`src/rtl/bip_uart_ctrl.sv`:
```
// Host-side run controller for the BIP CPU: waits for the start command over the UART,
// runs the CPU while counting cycles, then reports PC, accumulator and cycle count as a 6-byte frame.
module bip_uart_ctrl #(
  parameter int                       len_addr  = 11,
  parameter int                       len_data  = 16,
  parameter int                       len_count = 16,
  parameter int                       len_byte  = 8,
  parameter logic [len_byte-1:0]      cmd_start = 8'h53
) (
  input  logic                 clk,
  input  logic                 reset,
  input  logic                 rx_done,
  input  logic [len_byte-1:0]  rx_data,
  input  logic                 tx_done,
  input  logic                 cpu_done,
  input  logic [len_addr-1:0]  pc,
  input  logic [len_data-1:0]  acc_data,
  output logic                 start,
  output logic                 tx_start,
  output logic [len_byte-1:0]  tx_data,
  output logic                 busy
);

  typedef enum logic [2:0] {
    IDLE,
    START,
    RUN,
    SEND,
    WAIT_TX
  } state_t;

  localparam logic [2:0] last_index = 3'd5;

  state_t                state_reg, state_next;
  logic [2:0]            index_reg, index_next;
  logic [len_count-1:0]  count_reg, count_next;
  logic [len_addr-1:0]   pc_lat_reg, pc_lat_next;
  logic [len_data-1:0]   acc_lat_reg, acc_lat_next;
  logic [len_count-1:0]  cnt_lat_reg, cnt_lat_next;

  logic                  start_reg;
  logic                  tx_start_reg;
  logic [len_byte-1:0]   tx_data_reg;
  logic                  busy_reg;

  // Frame words are taken from the *next* latched values so the first byte can be
  // loaded on the same edge that captures the CPU result.
  logic [15:0]           frame_word [4];
  logic [len_byte-1:0]   frame_byte [8];

  assign frame_word[0] = 16'(pc_lat_next);
  assign frame_word[1] = 16'(acc_lat_next);
  assign frame_word[2] = 16'(cnt_lat_next);
  assign frame_word[3] = 16'h0000;

  generate
    for (genvar gi = 0; gi < 4; gi++) begin : g_frame
      assign frame_byte[2*gi]   = frame_word[gi][15:8];
      assign frame_byte[2*gi+1] = frame_word[gi][7:0];
    end
  endgenerate

  always_comb begin
    state_next   = state_reg;
    index_next   = index_reg;
    count_next   = count_reg;
    pc_lat_next  = pc_lat_reg;
    acc_lat_next = acc_lat_reg;
    cnt_lat_next = cnt_lat_reg;
    case (state_reg)
      IDLE: begin
        if (rx_done && (rx_data == cmd_start)) begin
          state_next = START;
        end
      end
      START: begin
        count_next = '0;
        state_next = RUN;
      end
      RUN: begin
        if (cpu_done) begin
          pc_lat_next  = pc;
          acc_lat_next = acc_data;
          cnt_lat_next = count_reg;
          index_next   = 3'd0;
          state_next   = SEND;
        end else if (count_reg != {len_count{1'b1}}) begin
          count_next = count_reg + 1'b1;
        end
      end
      SEND: begin
        state_next = WAIT_TX;
      end
      WAIT_TX: begin
        if (tx_done) begin
          if (index_reg == last_index) begin
            state_next = IDLE;
          end else begin
            index_next = index_reg + 3'd1;
            state_next = SEND;
          end
        end
      end
      default: begin
        state_next = IDLE;
      end
    endcase
  end

  always_ff @(posedge clk or negedge reset) begin
    if (!reset) begin
      state_reg    <= IDLE;
      index_reg    <= 3'd0;
      count_reg    <= '0;
      pc_lat_reg   <= '0;
      acc_lat_reg  <= '0;
      cnt_lat_reg  <= '0;
      start_reg    <= 1'b0;
      tx_start_reg <= 1'b0;
      tx_data_reg  <= '0;
      busy_reg     <= 1'b0;
    end else begin
      state_reg    <= state_next;
      index_reg    <= index_next;
      count_reg    <= count_next;
      pc_lat_reg   <= pc_lat_next;
      acc_lat_reg  <= acc_lat_next;
      cnt_lat_reg  <= cnt_lat_next;
      // Outputs follow the state being entered so each pulse lines up with its state.
      start_reg    <= (state_next == START);
      tx_start_reg <= (state_next == SEND);
      busy_reg     <= (state_next != IDLE);
      if (state_next == SEND) begin
        tx_data_reg <= frame_byte[index_next];
      end
    end
  end

  assign start    = start_reg;
  assign tx_start = tx_start_reg;
  assign tx_data  = tx_data_reg;
  assign busy     = busy_reg;

endmodule

```
`config.mk`:
```
export PLATFORM = sky130hd
export DESIGN_NAME = bip_uart_ctrl
export DESIGN_NICKNAME = d
export VERILOG_FILES = /design/src/rtl/bip_uart_ctrl.sv
export SDC_FILE = /design/constraint.sdc
export NUM_CORES = 1
export LEC_CHECK = 0
export CAP_MARGIN = 20
export CORE_ASPECT_RATIO = 1.1
export CORE_MARGIN = 2
export CORE_UTILIZATION = 55
export CTS_CLUSTER_DIAMETER = 50
export CTS_CLUSTER_SIZE = 12
export DETAILED_ROUTE_END_ITERATION = 12
export PLACE_DENSITY_LB_ADDON = 0.08
export SLEW_MARGIN = 10
export SYNTH_ARGS = -nofsm -noshare
export SYNTH_HDL_FRONTEND = slang
export SYNTH_SLANG_ARGS = --single-unit
export TNS_END_PERCENT = 1
```
`constraint.sdc`:
```
create_clock -name clk -period 2.6 [get_ports clk]
set_input_delay 0.52 -clock clk [delete_from_list [all_inputs] [get_ports clk]]
set_output_delay 0.52 -clock clk [all_outputs]
set_load 0.02 [all_outputs]
```
==> results by group <==
Synth
  • Yosys cell types: 54
  • Cell area after synthesis: 0.00380 mm²
  • Number of synthesized flops with an enable pin: 0
  • YS warnings: 0
  • Register area share after synthesis: between 40% and 50%
  • Syn Area/Cell: ~9 µm²
  • Post-synth net total: 464
  • Post-synthesis register bit count: 76
  • Post-synthesis async set-or-reset flop share: 100%
  • Synth Instances: 421
  • Ys flop type: dfrtp_1

Power
  • Pwr dens: around 960 mW/mm²
  • Max VDD drop: 0.594 mV
  • Final Power: roughly 4.5 mW
  • Leakage: around 2.2 nW

CTS
  • CTS tree: built
  • Reg clk slew, reported paths: 0.09 ns
  • Hold buffers post-CTS: 0
  • Clock Latency Late Sink: around 0.35 ns
  • Root Driver: clkbuf_8
  • Htree depth: 3
  • Total CTS buffers: 9
  • Setup Fix Bufs, Post-CTS: 0
  • CTS max path bufs: 2
  • Cts repair resizes: 0
  • Clock Sinks: 76

Cells and area
  • Leading cell type in the layout, fill and taps excluded: nand2_1
  • Share of cells above drive strength 1: 8.71%
  • Antenna Cells: 0
  • Design Area, Final: 0.00467 mm²
  • Fin cells: 564
  • Layout area overhead: 22.8%
  • Most frequent cells in the layout: nand2_1 (137), dfrtp_1 (76), clkdlybuf4s50_1 (49), buf_4 (16)
  • NumNets Final: 520

Setup path
  • RR Startpoint: index_reg[1]
  • CP Capture Type: flop
  • Reg-to-reg slack, setup: 0.23 ns
  • RR Endpoint: tx_data[0]
  • Required @ worst endpoint: 2.83 ns
  • Worst Setup Start Kind: flop
  • R2R cell count: 7
  • Worst-path fanout max: 11
  • CP Class: flop to flop
  • CP arrival: 2.60 ns

Floorplan
  • Initial Util: roughly 57%
  • Die W: about 83 µm
  • Ports: 51
  • Core area: 0.00663 mm²
  • Row count: 31
  • Die Y: ~90 µm
  • Die ar.: 0.00760 mm²

Timing
  • Final TNS setup: 0 ns
  • Worst Skew: 0.0144 ns
  • Worst slew pin tran: 0.599 ns
  • Tcrit/Tclk final: 91.2%
  • Endpoints failing setup: 0
  • Endpoints failing hold: 0
  • Worst slew margin: between 50 and 60%
  • Tmin final: 2.37 ns
  • Slew Limit Fails: 0
  • Unrepaired setup endpoints after global routing: no
  • Highest Clock Rate: 422 MHz

Placed design
  • Final RePlAce weighted congestion: 0.867
  • Final HPWL DP: ~6400 µm
  • Placed cell area: 0.00446 mm²
  • Placed Cells: 548
  • IO Port Bufs: 50

Route
  • Final ANT Viol Nets: 0
  • Drt pass-1 iters: 5
  • Per-cell routed wire length: 15.9 µm
  • Via count: 3,277
  • Drt drc: 0
  • Routed WL: 8950 µm
  • DR iter-0 viols: between 150 and 200
  • DR vias/cell: 5.81

Global routing
  • Largest net degree at the start of global routing: 33
  • First-pass GRT wire length: roughly 15,000 µm
  • Initial antenna violation count: 0
  • Total GRT Usage: 24.8%
  • Number of global-route vias before repair: 3,142
  • Global route overflow: 0

Worst hold path
  • Hold Crit Class: primary input to asynchronous set/reset pin

Status
  • Outcome: finished, final reports clean

Job
  • MaxCap Viol Count: 0
-- cell type report --
type                       instances  area (µm²)
timing repair buffer              68         656
sequential                        76        1900
clock inverter                     6        71.3
clock buffer                      10         138
tap                               82         103
fill                             519        1960
multi-input combinational        316        1780
inverter                           6        22.5
-- critical path, cell delays in order, from the launching register on --
cell and delay [ns]:
dfrtp_1 0.39, inv_1 0.07, ha_1 0.23, nand2_1 0.28, a21oi_1 0.16, a211o_1 0.38
or3_1 0.42, a311oi_1 0.32
-- synthesized netlist by cell type (2+ instances only) --
library cell / count / share of area (%)
buf_1: 4 / 0.39
o22a_1: 3 / 0.69
buf_6: 2 / 0.59
nand2_1: 137 / 14
inv_1: 6 / 0.59
buf_2: 4 / 0.53
nand3b_1: 4 / 0.79
a311oi_1: 4 / 0.92
and2_1: 4 / 0.66
ha_1: 3 / 0.99
clkbuf_1: 13 / 1.3
o211ai_1: 15 / 3.0
nor2b_1: 5 / 0.82
nor3b_1: 3 / 0.59
nand3_1: 12 / 1.6
a211oi_1: 9 / 1.8
nand4_1: 3 / 0.49
a21o_1: 9 / 1.8
or3_1: 7 / 1.2
mux2_2: 3 / 0.89
and3_1: 4 / 0.66
or4_1: 4 / 0.79
a21oi_1: 12 / 1.6
o21ai_0: 11 / 1.4
a32oi_1: 5 / 1.2
o41ai_1: 2 / 0.46
a31oi_1: 4 / 0.66
nand2b_1: 2 / 0.33
dfrtp_1: 76 / 50
and4_1: 4 / 0.92
o21ai_1: 2 / 0.26
o31ai_1: 3 / 0.59
xnor2_1: 6 / 1.4
nand4bb_1: 2 / 0.59
nor2_1: 15 / 1.5
-- routing by layer --
metal | global-route usage, % | wire [µm]
met5 | 0 | 0
met4 | 10.2 | 155
met3 | 4.64 | 400
met2 | 39.7 | 4330
met1 | 33.6 | 4060
-- how the worst max path moves through the flow --
| stage | start | to | slack, ns |
|---|---|---|---|
| global route | index_reg[1] | tx_data[0] | 0.1 |
| finish | index_reg[1] | tx_data[0] | 0.23 |
| detailed placement | tx_done | tx_data[0] | 0.01 |
| global placement | tx_done | tx_data[0] | 0.1 |
| CTS | index_reg[1] | tx_data[0] | 0.26 |
| floorplan | index_reg[1] | tx_data[1] | 0.54 |
-- kinds of logic (layout without fill, tap and decap cells) --
group / Yosys count / after routing / share of synthesized area (%)
compound gates: 87 / 87 / 16.2
xor+xnor: 6 / 6 / 1.38
fa+ha+maj: 3 / 3 / 0.987
buf+inv: 29 / 90 / 3.39
flops: 76 / 76 / 50.0
mux: 4 / 4 / 1.15
simple gates: 216 / 216 / 26.9
-- power by group --
part           switching (mW)  total (mW)  internal, mW  leakage, nW
Combinational           0.995        1.71         0.719         1.05
Clock                   0.469       0.945         0.476       0.0991
Sequential              0.278        1.81          1.53         1.00
Total                    1.74        4.47          2.72         2.16
-- stage by stage --
step / hold WS, ns / setup slack (ns) / util (%)
after CTS: 0.0657 / 0.260 / 70.4
after global placement: 0.440 / 0.0980 / 67.3
final: 0.0622 / 0.228 / 70.4
after detailed placement: 0.444 / 0.0135 / 67.3
after global routing: 0.0910 / 0.0956 / 70.4
after floorplan: 0.224 / 0.542 / -
Power figures use the tool's default switching activity.
